**config.mk**
```make
export PLATFORM = sky130hd
export DESIGN_NAME = mem_req_arbiter
export DESIGN_NICKNAME = d
export VERILOG_FILES = /design/src/rtl/memarb_pkg.sv /design/src/rtl/memarb_pick.sv /design/src/rtl/mem_req_arbiter.sv
export SDC_FILE = /design/constraint.sdc
export NUM_CORES = 1
export LEC_CHECK = 0
export CORE_MARGIN = 5
export CORE_UTILIZATION = 36
export CTS_BUF_LIST = sky130_fd_sc_hd__clkbuf_8
export CTS_CLUSTER_SIZE = 30
export DETAILED_ROUTE_END_ITERATION = 6
export HOLD_SLACK_MARGIN = 0.05
export PLACE_DENSITY = 0.78
export SLEW_MARGIN = 30
export SYNTH_ARGS = -nofsm -noshare
export SYNTH_HDL_FRONTEND = slang
export SYNTH_SLANG_ARGS = --single-unit
```
**constraint.sdc**
```tcl
create_clock -name clk_in -period 1.6 [get_ports clk_in]
set_input_delay 0.32 -clock clk_in [delete_from_list [all_inputs] [get_ports clk_in]]
set_output_delay 0.32 -clock clk_in [all_outputs]
set_load 0.02 [all_outputs]
```
**src/rtl/memarb_pkg.sv**
```systemverilog
`default_nettype none
// ============================================================================
// Module      : memarb_pkg
// Description : Shared types and constants for the memory request arbiter.
//               FSM state encoding, requester IDs, transfer length codes
//               (bytes-1), and a helper that builds the mask for a load of a
//               given length.
// Revision    : 1.0 - initial release
// ============================================================================
package memarb_pkg;

  typedef enum logic [2:0] {
    IDLE    = 3'd0,
    BUSY_IF = 3'd1,
    BUSY_LD = 3'd2,
    BUSY_ST = 3'd3,
    DRAIN   = 3'd4
  } state_e;

  typedef enum logic [1:0] {
    REQ_IF = 2'd0,
    REQ_LD = 2'd1,
    REQ_ST = 2'd2
  } req_e;

  // Length codes carried on the len buses (number of bytes minus one).
  localparam logic [2:0] LEN_B = 3'd0;
  localparam logic [2:0] LEN_H = 3'd1;
  localparam logic [2:0] LEN_W = 3'd3;

  // Bytes above the transfer length are returned as zero.
  function automatic logic [31:0] len_mask(input logic [2:0] len);
    case (len)
      LEN_B:   return 32'h0000_00FF;
      LEN_H:   return 32'h0000_FFFF;
      default: return 32'hFFFF_FFFF;
    endcase
  endfunction

endpackage
`default_nettype wire

```
**src/rtl/memarb_pick.sv**
```systemverilog
`default_nettype none
// ============================================================================
// Module      : memarb_pick
// Description : Combinational winner select for the memory arbiter.
//               Normal order is ST > LD > IF. A flush blocks IF for the
//               cycle. When the starve flag is raised and IF is grantable,
//               IF wins outright.
// Ports       : if_req_i/ld_req_i/st_req_i - raw requests
//               flush_i  - branch flush, IF not grantable this cycle
//               starve_i - IF has been passed over too often
//               valid_o  - some requester is grantable
//               id_o     - winning requester (meaningful when valid_o)
// Revision    : 1.0 - initial release
// ============================================================================
module memarb_pick
  import memarb_pkg::*;
(
  input  logic if_req_i,
  input  logic ld_req_i,
  input  logic st_req_i,
  input  logic flush_i,
  input  logic starve_i,
  output logic valid_o,
  output req_e id_o
);

  logic w_if_ok;

  assign w_if_ok = if_req_i & ~flush_i;

  always_comb begin
    valid_o = 1'b1;
    id_o    = REQ_IF;
    if (starve_i && w_if_ok) begin
      id_o = REQ_IF;
    end else if (st_req_i) begin
      id_o = REQ_ST;
    end else if (ld_req_i) begin
      id_o = REQ_LD;
    end else if (w_if_ok) begin
      id_o = REQ_IF;
    end else begin
      valid_o = 1'b0;
    end
  end

endmodule
`default_nettype wire

```
**src/rtl/mem_req_arbiter.sv**
```systemverilog
`default_nettype none
// ============================================================================
// Module      : mem_req_arbiter
// Description : Sequences a shared byte-serial memory controller between
//               instruction fetch (IF), load (LD) and store (ST) requesters.
//               The winner's request is latched and held on the mc_* bus
//               until the matching done; the result is returned with a
//               one-cycle done pulse while the FSM spends one DRAIN cycle
//               with the bus idle. IF results are suppressed after a flush.
// Config      : MEMARB_STARVE_GUARD_EN - when defined, a saturating counter
//               forces an IF grant after STARVE_LIMIT consecutive LD/ST
//               grants taken while IF was waiting. Undefined: strict
//               ST > LD > IF priority, no counter.
// Ports       : clk_in, rst_in (sync, active high), rdy_in (0 = freeze),
//               flush_in; IF/LD/ST request side (if_*, ld_*, st_*);
//               memctrl side (mc_read/write/ifetch/addr/wdata/len out,
//               mc_mem_done/if_done/rdata/instr in).
// Revision    : 1.0 - initial release
// ============================================================================
module mem_req_arbiter
  import memarb_pkg::*;
#(
  parameter int ADDR_W = 32
`ifdef MEMARB_STARVE_GUARD_EN
  ,
  parameter int STARVE_LIMIT = 8
`endif
) (
  input  logic              clk_in,
  input  logic              rst_in,
  input  logic              rdy_in,
  input  logic              flush_in,
  // instruction fetch
  input  logic              if_req,
  input  logic [ADDR_W-1:0] if_addr,
  output logic              if_done,
  output logic [31:0]       if_instr,
  // load unit
  input  logic              ld_req,
  input  logic [ADDR_W-1:0] ld_addr,
  input  logic [2:0]        ld_len,
  output logic              ld_done,
  output logic [31:0]       ld_data,
  // store unit
  input  logic              st_req,
  input  logic [ADDR_W-1:0] st_addr,
  input  logic [2:0]        st_len,
  input  logic [31:0]       st_data,
  output logic              st_done,
  // memory controller
  output logic              mc_read,
  output logic              mc_write,
  output logic              mc_ifetch,
  output logic [ADDR_W-1:0] mc_addr,
  output logic [31:0]       mc_wdata,
  output logic [2:0]        mc_len,
  input  logic              mc_mem_done,
  input  logic              mc_if_done,
  input  logic [31:0]       mc_rdata,
  input  logic [31:0]       mc_instr
);

  state_e            state_q;
  logic              cancel_q;
  logic              mc_read_q;
  logic              mc_write_q;
  logic              mc_ifetch_q;
  logic [ADDR_W-1:0] mc_addr_q;
  logic [31:0]       mc_wdata_q;
  logic [2:0]        mc_len_q;
  logic              if_done_q;
  logic [31:0]       if_instr_q;
  logic              ld_done_q;
  logic [31:0]       ld_data_q;
  logic              st_done_q;

  logic              w_pick_valid;
  req_e              w_pick_id;
  logic              w_starve;
  logic              w_grant;

  memarb_pick u_pick (
    .if_req_i (if_req),
    .ld_req_i (ld_req),
    .st_req_i (st_req),
    .flush_i  (flush_in),
    .starve_i (w_starve),
    .valid_o  (w_pick_valid),
    .id_o     (w_pick_id)
  );

  assign w_grant = (state_q == IDLE) & w_pick_valid;

`ifdef MEMARB_STARVE_GUARD_EN
  localparam int               CNT_W   = (STARVE_LIMIT < 1) ? 1 : $clog2(STARVE_LIMIT + 1);
  localparam logic [CNT_W-1:0] CNT_MAX = CNT_W'(STARVE_LIMIT);

  logic [CNT_W-1:0] starve_cnt_q;

  assign w_starve = (starve_cnt_q >= CNT_MAX);

  // Counts LD/ST grants taken while IF was waiting; a flushed cycle does not
  // count because IF could not have been granted then anyway.
  always_ff @(posedge clk_in) begin
    if (rst_in) begin
      starve_cnt_q <= '0;
    end else if (rdy_in) begin
      if (!if_req) begin
        starve_cnt_q <= '0;
      end else if (w_grant && (w_pick_id == REQ_IF)) begin
        starve_cnt_q <= '0;
      end else if (w_grant && !flush_in && (starve_cnt_q != CNT_MAX)) begin
        starve_cnt_q <= starve_cnt_q + CNT_W'(1);
      end
    end
  end
`else
  assign w_starve = 1'b0;
`endif

  always_ff @(posedge clk_in) begin
    if (rst_in) begin
      state_q     <= IDLE;
      cancel_q    <= 1'b0;
      mc_read_q   <= 1'b0;
      mc_write_q  <= 1'b0;
      mc_ifetch_q <= 1'b0;
      mc_addr_q   <= '0;
      mc_wdata_q  <= '0;
      mc_len_q    <= '0;
      if_done_q   <= 1'b0;
      if_instr_q  <= '0;
      ld_done_q   <= 1'b0;
      ld_data_q   <= '0;
      st_done_q   <= 1'b0;
    end else if (rdy_in) begin
      case (state_q)
        IDLE: begin
          cancel_q <= 1'b0;
          if (w_pick_valid) begin
            case (w_pick_id)
              REQ_ST: begin
                mc_write_q <= 1'b1;
                mc_addr_q  <= st_addr;
                mc_len_q   <= st_len;
                mc_wdata_q <= st_data;
                state_q    <= BUSY_ST;
              end
              REQ_LD: begin
                mc_read_q  <= 1'b1;
                mc_addr_q  <= ld_addr;
                mc_len_q   <= ld_len;
                mc_wdata_q <= '0;
                state_q    <= BUSY_LD;
              end
              default: begin
                mc_ifetch_q <= 1'b1;
                mc_addr_q   <= if_addr;
                mc_len_q    <= LEN_W;
                mc_wdata_q  <= '0;
                state_q     <= BUSY_IF;
              end
            endcase
          end
        end

        BUSY_IF: begin
          // The fetch cannot be aborted mid-transfer in memctrl, so a flush
          // only marks the result as unwanted.
          if (flush_in) begin
            cancel_q <= 1'b1;
          end
          if (mc_if_done) begin
            mc_ifetch_q <= 1'b0;
            mc_addr_q   <= '0;
            mc_len_q    <= '0;
            state_q     <= DRAIN;
            if (!cancel_q && !flush_in) begin
              if_done_q  <= 1'b1;
              if_instr_q <= mc_instr;
            end
          end
        end

        BUSY_LD: begin
          if (mc_mem_done) begin
            mc_read_q <= 1'b0;
            mc_addr_q <= '0;
            mc_len_q  <= '0;
            ld_done_q <= 1'b1;
            ld_data_q <= mc_rdata & len_mask(mc_len_q);
            state_q   <= DRAIN;
          end
        end

        BUSY_ST: begin
          if (mc_mem_done) begin
            mc_write_q <= 1'b0;
            mc_addr_q  <= '0;
            mc_len_q   <= '0;
            mc_wdata_q <= '0;
            st_done_q  <= 1'b1;
            state_q    <= DRAIN;
          end
        end

        DRAIN: begin
          // One idle bus cycle lets memctrl clear its byte counters.
          if_done_q <= 1'b0;
          ld_done_q <= 1'b0;
          st_done_q <= 1'b0;
          cancel_q  <= 1'b0;
          state_q   <= IDLE;
        end

        default: begin
          state_q <= IDLE;
        end
      endcase
    end
  end

  assign mc_read   = mc_read_q;
  assign mc_write  = mc_write_q;
  assign mc_ifetch = mc_ifetch_q;
  assign mc_addr   = mc_addr_q;
  assign mc_wdata  = mc_wdata_q;
  assign mc_len    = mc_len_q;
  assign if_done   = if_done_q;
  assign if_instr  = if_instr_q;
  assign ld_done   = ld_done_q;
  assign ld_data   = ld_data_q;
  assign st_done   = st_done_q;

endmodule
`default_nettype wire

```
==> results of run 1 <==
==> layer usage <==
metal / vias up / part of all wire [%] / global-route usage (%)
li1: 3142 / - / -
met1: 2933 / 37 / 20.85
met2: 243 / 51 / 36.20
met3: 32 / 8.6 / 6.798
met4: 0 / 2.6 / 7.554
met5: - / 0 / 0
==> flip-flops by register name, summed over array words and instances, names as in the netlist, 3 cells and up <==
| signal | flops |
|---|---|
| mc_wdata | 32 |
| mc_len | 3 |
| mc_addr | 32 |
| ld_data | 32 |
| state_q | 3 |
| if_instr | 32 |
==> power by group through the flow <==
stage / Sequential, mW / Clock (mW) / Combinational, mW
final: 3.78 / 2.96 / 1.96
after global routing: 3.80 / 3.19 / 2.10
after CTS: 3.78 / 3.04 / 1.97
after detailed placement: 3.86 / 0 / 2.06
after global placement: 3.86 / 0 / 2.04
after floorplan: 4.03 / 0 / 0.775
==> synth_stat cells (all sizes together) <==
| cell | count |
|---|---|
| nand2 | 173 |
| dfxtp | 141 |
| mux2i | 100 |
| a21oi | 69 |
| nand2b | 68 |
| o211ai | 34 |
| buf | 31 |
| clkbuf | 30 |
| nand3 | 26 |
| nor2 | 8 |
| inv | 6 |
| nor2b | 6 |
| o21ai | 4 |
| or3 | 4 |
| nor3 | 3 |
| o221ai | 3 |
| a31oi | 2 |
| nor3b | 2 |
| nor4b | 2 |
| a2111oi | 1 |
| a211oi | 1 |
| a221oi | 1 |
| a22o | 1 |
| a311o | 1 |
| a311oi | 1 |
| and4 | 1 |
| nand4 | 1 |
| nor4 | 1 |
| o311ai | 1 |
| o31ai | 1 |
| or2 | 1 |
==> worst min-delay path: stages <==
cell and delay [ps]:
buf_4 160, nand2b_1 120, mux2i_1 60
==> layout make-up <==
type | count | area share (%)
Multi-Input combinational cell | 516 | 30.54
Timing Repair Buffer | 387 | 35.73
Inverter | 6 | 0.2146
Tap cell | 225 | 2.683
Clock inverter | 14 | 1.514
Sequential cell | 141 | 26.96
Clock buffer | 18 | 2.361
==> metrics by stage <==
stage	setup slack (ps)	util [%]	TNS, ps
after global routing	-16.08	60.67	-25.48
after global placement	-416.7	59.01	-42810
after CTS	-7.720	60.48	-12.93
after floorplan	67.20	-	0
after detailed placement	-477.3	59.01	-47650
final	29.59	60.67	0
==> repair_timing <==
item | 4_1_cts | 5_1_grt
buffers inserted | 1 | 0
gates resized for setup | 141 | 7
gates cloned | 0 | 1
setup endpoints to repair | 142 | 107
pin swaps | 1 | 1
hold buffers | 0 | 0
==> worst paths after layout <==
path,startpoint,end,depth (start not counted)
worst max-delay path,if_req,mc_wdata[15],6
worst min-delay path,rst_in,mc_len[2],3
worst max register to register,state_q[0],mc_wdata[15],6
worst min register to register,ld_data[31],ld_data[31],2
==> cell families (layout without fill, tap and decap cells) <==
kind of cell,after synthesis,in the layout,share of synthesized area (%)
buf+inv,67,425,5.553
simple gates,296,296,22.13
compound gates,120,120,11.92
mux,100,100,15.81
flops,141,141,44.59
==> out/qor.csv, run 1 <==
metric,value,unit
Clock Power Share,34.0,%
Core Region,17300,um^2
I/O pins,344,
Worst path slowest cell,clkdlybuf4s50_1,
largest cells by area after synthesis,"dfxtp_1 45%, mux2i_1 16%, nand2_1 10%, nand2b_1 6.7%, a21oi_1 5.5%",
DR DRC count,0,
worst hold path type,in -> reg,
Critical Path End Type,register,
Initial Utilization,36.60,%
top cell type's share of synthesized area,44.58,%
most area-hungry cell type in the Yosys netlist,dfxtp_1,
Placed Cells,1273,
syn_area_per_cell,8.745,um^2
Area after DPL,10210,um^2
die span in y,142.6,um
total CTS buffers,17,
multi-input combinational cell area,3204,um^2
final wirelength,21.37,mm
"most common cell after layout, fill and taps aside",clkdlybuf4s50_1,
RSZ-0062 raised after global routing,true,
worst vdd ir,0.4568,mV
area grow syn2layout,65.75,%
CP max stage delay,410,ps
CTS tree,done,
switching part of the total power,28.91,%
share of cells above drive strength 1,9.150,%
clk slew on worst S/H paths,80,ps
initial antenna violation count,0,
sequential area share after synthesis,44.58,%
Total GRT Usage,19.79,%
max_slew headroom,68.57,%
Power Dens Cells,829.0,nW/um^2
WP data arrival,1930,ps
largest net degree at the start of global routing,82,
max cap viols,0,
status,"complete, no violations",
final instance area,10490,um^2
worst slew pin tran,471.4,ps
crit path max fanout,17,
Mapped Cells,724,
Fmax achieved,636.8,MHz
Power Total,8.699,mW
CTS sink cnt,141,
first-pass GRT wire length,31.90,mm
H-tree levels,4,
fin cells,1307,
final count of hold timing violations,0,
FF+latch area,2829,um^2
root buffer cell,clkbuf_8,
final setup fails,0,
worst hold slack,275.5,ps
Layout Skew,12.82,ps
Post-Syn Nets,931,
most frequent cells in the layout,"204 x clkdlybuf4s50_1, 173 x nand2_1, 138 x dfxtp_1",
vias in the first global route,6245,
DR vias,6350,
Layout Nets,1276,
DIE AREA,20340,um^2
Synth cell types,41,
Detail Route Antenna Nets,0,
fin crit period,1570,ps
Clock Path Buffers,2,
fillers,1533,
"Period Utilization, post-route",98.15,%
gpl congestion,0.8373,
die span in x,142.6,um
length of the first detailed-routing pass in iterations,4,
total grt overflow,0,
CP Buf/Inv Count,2,
Leak,4.675,nW
Switch Pwr,2.515,mW
"CP delay by family, top",buffers and inverters,
DP HPWL,16.22,mm
clock latency on the worst-skew pair,440,ps
Vias/cell,4.858,
register bit total from synthesis,141,
Syn Std Cell Area,6331,um^2
power share of the combinational group,22.6,%
Synth Warn #,0,
"critical path, cell by cell",clkdlybuf4s50_1 > nor2b_1 > or3_4 > a31oi_4 > buf_12 > mux2i_2,
Startpoint Class,primary input,
DRT iter0 DRCs,266,
fin. max-slew vios,0,
Int Pwr,6.184,mW
row cnt,48,
critical path class,in -> reg,
input/output buffers,343,
Antenna diodes,0,
post-DR wirelength/cell,16.35,um
Worst Path Required,1960,ps
sequential group share of total power,43.4,%
flop-to-flop setup slack,80,ps
Note: power is estimated with default switching activity, not from simulation.
==> run 2: changes to the inputs <==
==> constraint.sdc (replaced) <==
create_clock -name clk_in -period 1.6 [get_ports clk_in]
set_input_delay 0.48 -clock clk_in [delete_from_list [all_inputs] [get_ports clk_in]]
set_output_delay 0.48 -clock clk_in [all_outputs]
set_load 0.02 [all_outputs]
==> run 2 against run 1 <==
  * Core utilization up 0.80 points
  * Critical path depth up 1
  * Die area unchanged
  * Critical path type unchanged
  * Largest power group unchanged
  * Clock skew up 0.96 ps
  * First-iteration DRC count up 30%
  * Global-route usage up 0.54 points
  * Sequential power about the same
  * Final cell count up 0.61%
  * Clock-buffer cell count unchanged
  * Via count down 0.74%
==> out/qor.csv, run 2 (synthesis results as in run 1) <==
metric,value,unit,change
max cap viols,0,,unchanged
max_slew headroom,69.22,%,+0.64 points
clock latency on the worst-skew pair,430,ps,about the same
vias in the first global route,6325,,+1.3%
Leak,4.332,nW,-7.3%
worst vdd ir,0.5752,mV,+26%
final setup fails,0,,unchanged
DR DRC count,0,,unchanged
Initial Utilization,36.60,%,unchanged
initial antenna violation count,0,,unchanged
input/output buffers,343,,unchanged
Power Dens Cells,860.6,nW/um^2,+3.8%
"most common cell after layout, fill and taps aside",clkdlybuf4s50_1,,
worst slew pin tran,461.8,ps,-9.643 ps
critical path class,in -> reg,,
CTS sink cnt,141,,unchanged
DR vias,6303,,-0.74%
WP data arrival,1950,ps,+20 ps
final instance area,10630,um^2,+1.3%
DP HPWL,16.10,mm,-0.78%
final wirelength,22.02,mm,+3.1%
Clock Path Buffers,2,,unchanged
row cnt,48,,unchanged
TNS Setup,0,ps,unchanged
Fmax achieved,628.4,MHz,-1.3%
fin crit period,1591,ps,+20.95 ps
Worst Path Required,1960,ps,about the same
post-DR wirelength/cell,16.75,um,+2.5%
gpl congestion,0.8379,,about the same
total CTS buffers,17,,unchanged
length of the first detailed-routing pass in iterations,4,,unchanged
H-tree levels,4,,unchanged
root buffer cell,clkbuf_8,,
first-pass GRT wire length,33.07,mm,+3.7%
r2r startpoint,state_q[2],,
Hold Startpoint,ld_data[23],,
Critical Path End Type,register,,
area grow syn2layout,67.92,%,
Core Region,17300,um^2,unchanged
worst hold path type,reg -> reg,,
worst hold slack,453.1,ps,+177.6 ps
share of cells above drive strength 1,22.41,%,+13 points
DIE AREA,20340,um^2,unchanged
Detail Route Antenna Nets,0,,unchanged
Layout Skew,13.78,ps,+0.9639 ps
"Period Utilization, post-route",99.46,%,+1.3 points
Startpoint Class,primary input,,
Vias/cell,4.793,,-1.3%
fin cells,1315,,+0.61%
status,"complete, no violations",,
total grt overflow,0,,unchanged
I/O pins,344,,unchanged
FF+latch area,2831,um^2,about the same
Total GRT Usage,20.33,%,+0.54 points
largest net degree at the start of global routing,45,,-45%
multi-input combinational cell area,3244,um^2,+1.2%
fin. max-slew vios,0,,unchanged
DRT iter0 DRCs,347,,+30%
Layout Nets,1283,,+0.55%
clk slew on worst S/H paths,90,ps,about the same
hold buffer count at CTS,0,,unchanged
CP Launch Point,if_req,,
Area after DPL,10210,um^2,about the same
crit path max fanout,8,,-9
die span in y,142.6,um,unchanged
final count of hold timing violations,0,,unchanged
Placed Cells,1273,,unchanged
fillers,1518,,-0.98%
die span in x,142.6,um,unchanged
most frequent cells in the layout,"198 x clkdlybuf4s50_1, 173 x nand2_1, 138 x dfxtp_1",,
CTS tree,done,,
==> run 2: changes by cell type in the layout (fill, tap and decap cells not counted), moves of 3 or more <==
cell and delta:
buf_2 +26, buf_6 +3, clkbuf_16 +3, clkbuf_2 +46, clkdlybuf4s15_2 +62, clkdlybuf4s50_1 -6, dlygate4sd2_1 -131
==> run 2: cell type report <==
| cell class | count | area share, % |
|---|---|---|
| Timing Repair Buffer | 394 | 35.72 |
| Multi-Input combinational cell | 516 | 30.52 |
| Sequential cell | 141 | 26.63 |
| Tap cell | 225 | 2.648 |
| Clock buffer | 18 | 2.330 |
| Clock inverter | 14 | 1.918 |
| Inverter | 6 | 0.2118 |
| Antenna cell | 1 | 0.02354 |
==> run 2: per-layer routing <==
layer / global-route usage (%) / vias to the layer above / wire length, um
met2: 36.18 / 210 / 11100
met1: 23.57 / 2902 / 8848
met4: 5.953 / 0 / 428
met3: 6.095 / 26 / 1642
met5: 0 / - / 0
li1: - / 3165 / -
==> run 2: critical path, cell delays in order <==
cell,delay (ps)
dlygate4sd2_1,240
nor2b_4,120
or3_4,370
a31oi_4,200
buf_6,170
clkbuf_16,170
mux2i_1,190
==> run 2: stage by stage <==
step | power, mW | utilization, % | worst slack [ps]
6_report | 9.150 | 61.47 | 8.638
5_1_grt | 9.594 | 61.45 | -3.412
4_1_cts | 9.210 | 62.70 | 0.1792
3_5_place_dp | 5.930 | 59.05 | -585.7
3_3_place_gp | 5.914 | 59.05 | -548.8
2_1_floorplan | 4.814 | - | -36.08
==> run 2: power breakdown <==
part	internal, mW	total [mW]	switching [mW]	leakage, nW
clock	1.78	3.23	1.46	0.223
combinational	1.17	2.14	0.961	2.96
sequential	3.67	3.78	0.105	1.15
total	6.63	9.15	2.52	4.33
==> run 2: worst paths after layout <==
kind	to	slack, ps	depth (start not counted)
setup reg to reg	mc_addr[3]	30	7
hold / removal	ld_data[23]	450	2
setup / recovery	mc_wdata[11]	9	7
hold reg to reg	ld_data[23]	450	2
==> run 2: what timing repair did <==
action / in CTS / in global routing
gates resized for setup: 381 / 84
setup endpoints to repair: 207 / 122
pin swaps: 1 / 2
buffers inserted: 3 / 1
cloned: 2 / 4
